==> config.mk <==
export PLATFORM = sky130hd
export DESIGN_NAME = ex_stage
export DESIGN_NICKNAME = d
export VERILOG_FILES = /design/src/rtl/ex_stage.sv
export SDC_FILE = /design/constraint.sdc
export NUM_CORES = 1
export LEC_CHECK = 0
export CELL_PAD_IN_SITES_DETAIL_PLACEMENT = 0
export CELL_PAD_IN_SITES_GLOBAL_PLACEMENT = 2
export CORE_MARGIN = 1
export CORE_UTILIZATION = 32
export CTS_BUF_LIST = sky130_fd_sc_hd__clkbuf_4
export CTS_CLUSTER_SIZE = 14
export DETAILED_ROUTE_END_ITERATION = 8
export GPL_TIMING_DRIVEN = 0
export PLACE_DENSITY = 0.8
export SLEW_MARGIN = 20
export SYNTH_ARGS = -nofsm -noshare
export SYNTH_HDL_FRONTEND = slang
export SYNTH_SLANG_ARGS = --single-unit
==> constraint.sdc <==
create_clock -name clk -period 4.35 [get_ports clk]
set_input_delay 0.87 -clock clk [delete_from_list [all_inputs] [get_ports clk]]
set_output_delay 0.87 -clock clk [all_outputs]
set_load 0.05 [all_outputs]
==> src/rtl/ex_stage.sv <==
// ex_stage - MiniRiscV execute stage.
//
// Computes the RV32I ALU result in one cycle, or runs an iterative RV32M
// multiply (shift-add) / divide (restoring) over 32 RUN cycles plus one DONE
// cycle. The result is registered together with the memory/writeback control
// bits that feed the memory stage.
//
// Configuration macro: RV_M_DIV_EN
//   defined   - DIV/DIVU/REM/REMU use the iterative divider.
//   undefined - no divider; md_op 4..7 retire in one cycle with ALUResult=0
//               and RegWrite=0.
//
// Ports
//   clk, rst (sync, active-low), flush (kills in-flight op and output slot)
//   in_valid, is_muldiv, alu_ctrl[3:0], md_op[2:0], op_a, op_b,
//   store_data_in, rd_in, MemRead_in, MemWrite_in, MemtoReg_in, RegWrite_in
//   busy (state != IDLE), out_valid, ALUResult, StoreData, rd,
//   MemRead, MemWrite, MemtoReg, RegWrite
module ex_stage (
  input  logic        clk,
  input  logic        rst,
  input  logic        flush,
  input  logic        in_valid,
  input  logic        is_muldiv,
  input  logic [3:0]  alu_ctrl,
  input  logic [2:0]  md_op,
  input  logic [31:0] op_a,
  input  logic [31:0] op_b,
  input  logic [31:0] store_data_in,
  input  logic [4:0]  rd_in,
  input  logic        MemRead_in,
  input  logic        MemWrite_in,
  input  logic        MemtoReg_in,
  input  logic        RegWrite_in,
  output logic        busy,
  output logic        out_valid,
  output logic [31:0] ALUResult,
  output logic [31:0] StoreData,
  output logic [4:0]  rd,
  output logic        MemRead,
  output logic        MemWrite,
  output logic        MemtoReg,
  output logic        RegWrite
);

  typedef enum logic [1:0] {IDLE, RUN, DONE} state_t;

`ifdef RV_M_DIV_EN
  localparam int OPW = 3;
`else
  localparam int OPW = 2;
`endif

  state_t          state;
  logic [4:0]      cnt;
  logic [63:0]     prod;   // mul: {partial product, multiplier}; div: {remainder, quotient}
  logic [31:0]     mop;    // multiplicand / divisor magnitude
  logic [OPW-1:0]  op_q;
  logic            neg_q;  // product / quotient must be negated
  logic            mr_q, mw_q, m2r_q, rw_q;
  logic [4:0]      rd_q;
  logic [31:0]     sd_q;
`ifdef RV_M_DIV_EN
  logic            neg_r;  // remainder takes the dividend's sign
  logic            div0_q;
  logic            ovf_q;
  logic [31:0]     a_raw;
`endif

  logic        accept, md_start, alu_load;
  logic        a_signed, b_signed, a_neg, b_neg;
  logic [31:0] a_mag, b_mag;
  logic [31:0] alu_res;
  logic [63:0] step;
  logic [32:0] acc;
  logic [63:0] mul_full;
  logic [31:0] md_res;
`ifdef RV_M_DIV_EN
  logic [32:0] shl;
  logic [33:0] diff;
  logic [31:0] q_res, r_res;
`endif

  assign busy   = (state != IDLE);
  assign accept = in_valid && !busy;
`ifdef RV_M_DIV_EN
  assign md_start = accept && is_muldiv;
`else
  // Without a divider, divide ops fall through the single-cycle path.
  assign md_start = accept && is_muldiv && !md_op[2];
`endif
  assign alu_load = accept && !md_start;

  // Operand signedness: MULH/MULHSU/DIV/REM treat op_a as signed,
  // MULH/DIV/REM treat op_b as signed. MUL low half is sign-agnostic.
  assign a_signed = (md_op == 3'd1) || (md_op == 3'd2) || (md_op == 3'd4) || (md_op == 3'd6);
  assign b_signed = (md_op == 3'd1) || (md_op == 3'd4) || (md_op == 3'd6);
  assign a_neg    = a_signed && op_a[31];
  assign b_neg    = b_signed && op_b[31];
  assign a_mag    = a_neg ? (~op_a + 32'd1) : op_a;
  assign b_mag    = b_neg ? (~op_b + 32'd1) : op_b;

  always_comb begin
    alu_res = '0;
    if (!is_muldiv) begin
      case (alu_ctrl)
        4'd0:    alu_res = op_a + op_b;
        4'd1:    alu_res = op_a - op_b;
        4'd2:    alu_res = op_a << op_b[4:0];
        4'd3:    alu_res = {31'b0, $signed(op_a) < $signed(op_b)};
        4'd4:    alu_res = {31'b0, op_a < op_b};
        4'd5:    alu_res = op_a ^ op_b;
        4'd6:    alu_res = op_a >> op_b[4:0];
        4'd7:    alu_res = $signed(op_a) >>> op_b[4:0];
        4'd8:    alu_res = op_a | op_b;
        4'd9:    alu_res = op_a & op_b;
        4'd10:   alu_res = op_b;
        default: alu_res = '0;
      endcase
    end
  end

  // One radix-2 iteration of the running operation.
  always_comb begin
    acc  = '0;
    step = prod;
`ifdef RV_M_DIV_EN
    shl  = '0;
    diff = '0;
    if (op_q[2]) begin
      shl  = {prod[63:32], prod[31]};
      diff = {1'b0, shl} - {2'b0, mop};
      if (!diff[33]) step = {diff[31:0], prod[30:0], 1'b1};
      else           step = {shl[31:0], prod[30:0], 1'b0};
    end else
`endif
    begin
      acc  = {1'b0, prod[63:32]} + (prod[0] ? {1'b0, mop} : 33'd0);
      step = {acc, prod[31:1]};
    end
  end

  // Sign fix-up and special cases applied in DONE.
  always_comb begin
    mul_full = neg_q ? (~prod + 64'd1) : prod;
    md_res   = (op_q[1:0] == 2'd0) ? mul_full[31:0] : mul_full[63:32];
`ifdef RV_M_DIV_EN
    q_res = neg_q ? (~prod[31:0] + 32'd1) : prod[31:0];
    r_res = neg_r ? (~prod[63:32] + 32'd1) : prod[63:32];
    if (div0_q) begin
      q_res = 32'hFFFF_FFFF;
      r_res = a_raw;
    end else if (ovf_q) begin
      q_res = 32'h8000_0000;
      r_res = 32'd0;
    end
    if (op_q[2]) md_res = op_q[1] ? r_res : q_res;
`endif
  end

  always_ff @(posedge clk) begin
    if (!rst) begin
      state     <= IDLE;
      cnt       <= '0;
      prod      <= '0;
      mop       <= '0;
      op_q      <= '0;
      neg_q     <= 1'b0;
      mr_q      <= 1'b0;
      mw_q      <= 1'b0;
      m2r_q     <= 1'b0;
      rw_q      <= 1'b0;
      rd_q      <= '0;
      sd_q      <= '0;
`ifdef RV_M_DIV_EN
      neg_r     <= 1'b0;
      div0_q    <= 1'b0;
      ovf_q     <= 1'b0;
      a_raw     <= '0;
`endif
      out_valid <= 1'b0;
      ALUResult <= '0;
      StoreData <= '0;
      rd        <= '0;
      MemRead   <= 1'b0;
      MemWrite  <= 1'b0;
      MemtoReg  <= 1'b0;
      RegWrite  <= 1'b0;
    end else if (flush) begin
      state     <= IDLE;
      out_valid <= 1'b0;
      MemRead   <= 1'b0;
      MemWrite  <= 1'b0;
      MemtoReg  <= 1'b0;
      RegWrite  <= 1'b0;
    end else begin
      // Empty slot by default; data outputs hold.
      out_valid <= 1'b0;
      MemRead   <= 1'b0;
      MemWrite  <= 1'b0;
      MemtoReg  <= 1'b0;
      RegWrite  <= 1'b0;
      case (state)
        IDLE: begin
          if (md_start) begin
            state <= RUN;
            cnt   <= 5'd31;
            prod  <= {32'd0, a_mag};
            mop   <= b_mag;
            op_q  <= md_op[OPW-1:0];
            neg_q <= a_neg ^ b_neg;
            mr_q  <= MemRead_in;
            mw_q  <= MemWrite_in;
            m2r_q <= MemtoReg_in;
            rw_q  <= RegWrite_in;
            rd_q  <= rd_in;
            sd_q  <= store_data_in;
`ifdef RV_M_DIV_EN
            neg_r  <= a_neg;
            div0_q <= (op_b == 32'd0);
            ovf_q  <= !md_op[0] && (op_a == 32'h8000_0000) && (op_b == 32'hFFFF_FFFF);
            a_raw  <= op_a;
`endif
          end else if (alu_load) begin
            out_valid <= 1'b1;
            ALUResult <= alu_res;
            StoreData <= store_data_in;
            rd        <= rd_in;
            MemRead   <= MemRead_in;
            MemWrite  <= MemWrite_in;
            MemtoReg  <= MemtoReg_in;
            // Only reachable with is_muldiv when the divider is absent.
            RegWrite  <= RegWrite_in && !is_muldiv;
          end
        end
        RUN: begin
          prod <= step;
          if (cnt == 5'd0) state <= DONE;
          else             cnt   <= cnt - 5'd1;
        end
        DONE: begin
          state     <= IDLE;
          out_valid <= 1'b1;
          ALUResult <= md_res;
          StoreData <= sd_q;
          rd        <= rd_q;
          MemRead   <= mr_q;
          MemWrite  <= mw_q;
          MemtoReg  <= m2r_q;
          RegWrite  <= rw_q;
        end
        default: state <= IDLE;
      endcase
    end
  end

endmodule
==> impl_metrics.py <==
metrics = {
    "synth": {
        "ys_seq_elements": 221,
        "ys_seq_area_frac": 0.199,
        "async_flop_share": 0,
        "syn_inst": 3070,
        "synth_edf_count": 0,
        "yosys.cell_types.count": 93,
        "mappedNetlistArea_um2": 22200,
        "ys_warn_count": 0,
        "dominantRegCellSynth": "dfxtp_1",
        "postSynthAreaPerCell_um2": 7.23,
        "synth_nets": 3331,
    },
    "final_layout": {
        "fill_cells": 7231,
        "mostFrequentLayoutCell": "nand2_1",
        "fin_area_um2": 26800,
        "drive_gt1_frac": 0.101,
        "layout.nets": 3580,
        "layout_common_cells": "nand2_1, nor2_1, a21oi_1, dfxtp_1, o21ai_0",
        "finalNonFillerCells": 4298,
        "area_growth_pct": 20.5,
    },
    "cts": {
        "cts.root.buffer_cell": "clkbuf_4",
        "clockBufferDepth": 3,
        "clk_latency_ns": 0.79,
        "cts.sinks": 221,
        "path_clk_slew_ns": 0.07,
        "cts_tree": "yes",
        "cts_buffers": 58,
        "htreeDepth": 2,
    },
    "timing": {
        "rsz0062_at_grt": "false",
        "final.setup_skew_ns": 0.0803,
        "fin_crit_sh": 1.01,
        "drv_slew": 0,
        "max_slew_margin": 0.236,
        "setup_viol": 7,
        "period_minus_slack_ns": 4.38,
        "hold_violations": 0,
        "max_freq_mhz": 228,
        "fin_ws_ns": -0.0349,
        "tightestPinTransition_ns": 1.15,
    },
    "place": {
        "placed_area_um2": 25300,
        "dpl.cell_count": 4191,
        "place_hpwl_mm": 111,
        "portBuffers": 189,
        "gp_congestion": 1.06,
    },
    "job": {
        "drv_cap": 0,
    },
    "global_routing": {
        "grt_max_degree": 18,
        "gr-max-usage-layer": "met2",
        "use_met1": 0.452,
        "grt.overflow.total": 0,
        "grt_pass1_wl_mm": 191,
        "antenna_found_initial": 7,
        "grt_pass1_vias": 25300,
        "grtUsageTotal": 0.378,
        "use_met3": 0.0514,
        "met2_usage": 0.635,
    },
    "detailed_routing": {
        "detail_route.wl_per_cell_um": 32.0,
        "dr.first_iter.drc_count": 2718,
        "routed_wl_mm": 138,
        "drtAntennaViolNets": 0,
        "via_per_inst": 6.14,
        "num_vias": 26400,
        "drc": 0,
        "dr.pass1.iters": 6,
    },
    "outcome": {
        "violations": "negative setup slack",
        "status": "finished with violations",
    },
    "setup_path": {
        "reg2reg_to": "prod[62]$_SDFFE_PN0P_",
        "rr_worst_depth": 14,
        "startpoint": "op_b[1]",
        "path_max_fanout": 10,
        "regToRegSetupSlack_ns": 0.36,
        "path_class": "input port to flip-flop",
        "endpoint": "ALUResult[6]$_SDFFE_PN0P_",
        "cp.arrival_ns": 5.03,
        "r2r-start": "prod[0]$_SDFFE_PN0P_",
        "crit_required_ns": 4.99,
        "endpoint_kind": "flip-flop",
        "cp-start-kind": "input port",
    },
    "floorplanning": {
        "core_area_um2": 68600,
        "die-height_um": 265,
        "io_pins": 192,
        "initial_core_util": 0.324,
        "rows": 96,
        "dieArea_um2": 70500,
        "die_w_um": 265,
    },
    "power_and_ir_drop": {
        "p_leak_nw": 10.2,
        "ir_worst_vdd_v": 0.000141,
        "p_per_area_nw_per_um2": 253,
    },
    "hold_path": {
        "worst_hold_path_type": "flip-flop to flip-flop",
    },
}
-- how the worst min path moves through the flow --
stage	depth (start not counted)	slack, ns	start	to
3_3_place_gp	2	0.44	mr_q$_SDFFE_PN0P_	mr_q$_SDFFE_PN0P_
2_1_floorplan	2	0.43	mop[24]$_SDFFE_PN0P_	mop[24]$_SDFFE_PN0P_
3_5_place_dp	2	0.45	mw_q$_SDFFE_PN0P_	mw_q$_SDFFE_PN0P_
4_1_cts	2	0.45	sd_q[15]$_SDFFE_PN0P_	StoreData[15]$_SDFFE_PN0P_
5_1_grt	2	0.47	sd_q[15]$_SDFFE_PN0P_	StoreData[15]$_SDFFE_PN0P_
6_report	2	0.46	sd_q[21]$_SDFFE_PN0P_	sd_q[21]$_SDFFE_PN0P_
-- metal layers --
layer	routed length (um)	vias to the layer above
met5	13	-
met4	10200	2
met3	9630	342
met2	64300	1360
met1	53400	12900
li1	-	11700
-- what timing repair did --
| item | CTS | global route |
|---|---|---|
| hold buffers | 0 | 0 |
| setup buffers | 5 | 2 |
| pin swaps | 11 | 4 |
| endpoints found under the setup margin | 47 | 45 |
| resized for setup | 139 | 75 |
| cloned | 0 | 0 |
-- cell usage after synthesis (16+ instances only) --
cell,count,area share
and2_1,46,0.013
or4_1,16,0.0054
o211ai_1,36,0.012
buf_1,26,0.0044
dfxtp_1,221,0.20
nor4_1,17,0.0048
a221oi_1,25,0.0099
buf_2,18,0.0041
a22oi_1,32,0.011
o21ai_0,194,0.044
nor3_1,59,0.013
inv_1,106,0.018
a31oi_1,35,0.0099
a211oi_1,78,0.026
nor2_1,360,0.061
mux2i_1,42,0.019
or3_1,25,0.0070
clkbuf_1,194,0.033
o31ai_1,49,0.017
xnor2_1,106,0.042
nor2b_1,20,0.0056
a311oi_1,57,0.022
a21o_1,40,0.014
mux4_2,48,0.049
ha_1,141,0.079
nand3_1,44,0.0099
o41ai_1,19,0.0075
a21oi_1,264,0.059
nand2_1,411,0.069
xor2_1,47,0.019
nand2b_1,22,0.0062
-- metrics by stage --
stage | hold slack (ns) | utilization | TNS [ns] | power [mW] | setup WS, ns
after global placement | 0.441 | 0.368 | -97.69 | 4.70 | -2.77
final | 0.458 | 0.390 | -0.0973 | 6.76 | -0.0349
after CTS | 0.452 | 0.387 | 0 | 6.67 | 0.00178
after floorplan | 0.427 | - | 0 | 3.60 | 0.0357
after global routing | 0.468 | 0.390 | 0 | 6.99 | 0.00604
after detailed placement | 0.447 | 0.369 | -98.54 | 4.71 | -2.84
-- state kept, by name (all words and copies together) (netlist names) --
name / cells
ALUResult: 32
MemRead: 1
MemWrite: 1
MemtoReg: 1
RegWrite: 1
StoreData: 32
cnt: 5
m2r_q: 1
mop: 32
mr_q: 1
mw_q: 1
neg_q: 1
op_q: 2
out_valid: 1
prod: 64
rd: 5
rd_q: 5
rw_q: 1
sd_q: 32
state: 2
-- power by group --
group,switching (mW),internal [mW]
Combinational,1.88,0.846
Sequential,0.0628,2.10
Clock,0.958,0.918
-- layout make-up --
cell class	count	area [um2]	share of cell area
antenna	5	12.5	0.000468
buffer	233	1040	0.0390
clock buffer	81	608	0.0227
clock inverter	22	120	0.00449
inverter	109	435	0.0163
multi-input combinational	2499	17000	0.635
sequential	221	4430	0.165
tap	931	1160	0.0435
timing repair buffer	197	1940	0.0727
-- cell families (layout without fill, tap and decap cells) --
logic type	after synthesis	after routing	share of synthesized area
AO/OA/AOI/OAI	997	997	0.299
XOR/XNOR	153	153	0.0603
adder cells (fa/ha/maj)	144	144	0.0821
buffers and inverters	350	642	0.0610
flip-flops	221	221	0.199
multiplexers	105	105	0.0752
other	0	5	0
AND/OR/NAND/NOR	1100	1100	0.223
-- worst max-delay path, cell delays in order --
cell and delay (ns):
clkdlybuf4s50_1 0.60, buf_4 0.25, buf_6 0.22, buf_2 0.27, clkbuf_4 0.32, buf_2 0.31, mux4_2 0.37, nor2_1 0.10
a21oi_1 0.09, nand2_1 0.12, o31ai_1 0.17, a221oi_2 0.53, o21ai_2 0.26, a221oi_2 0.43, nor3_1 0.08
Power figures use the tool's default switching activity.
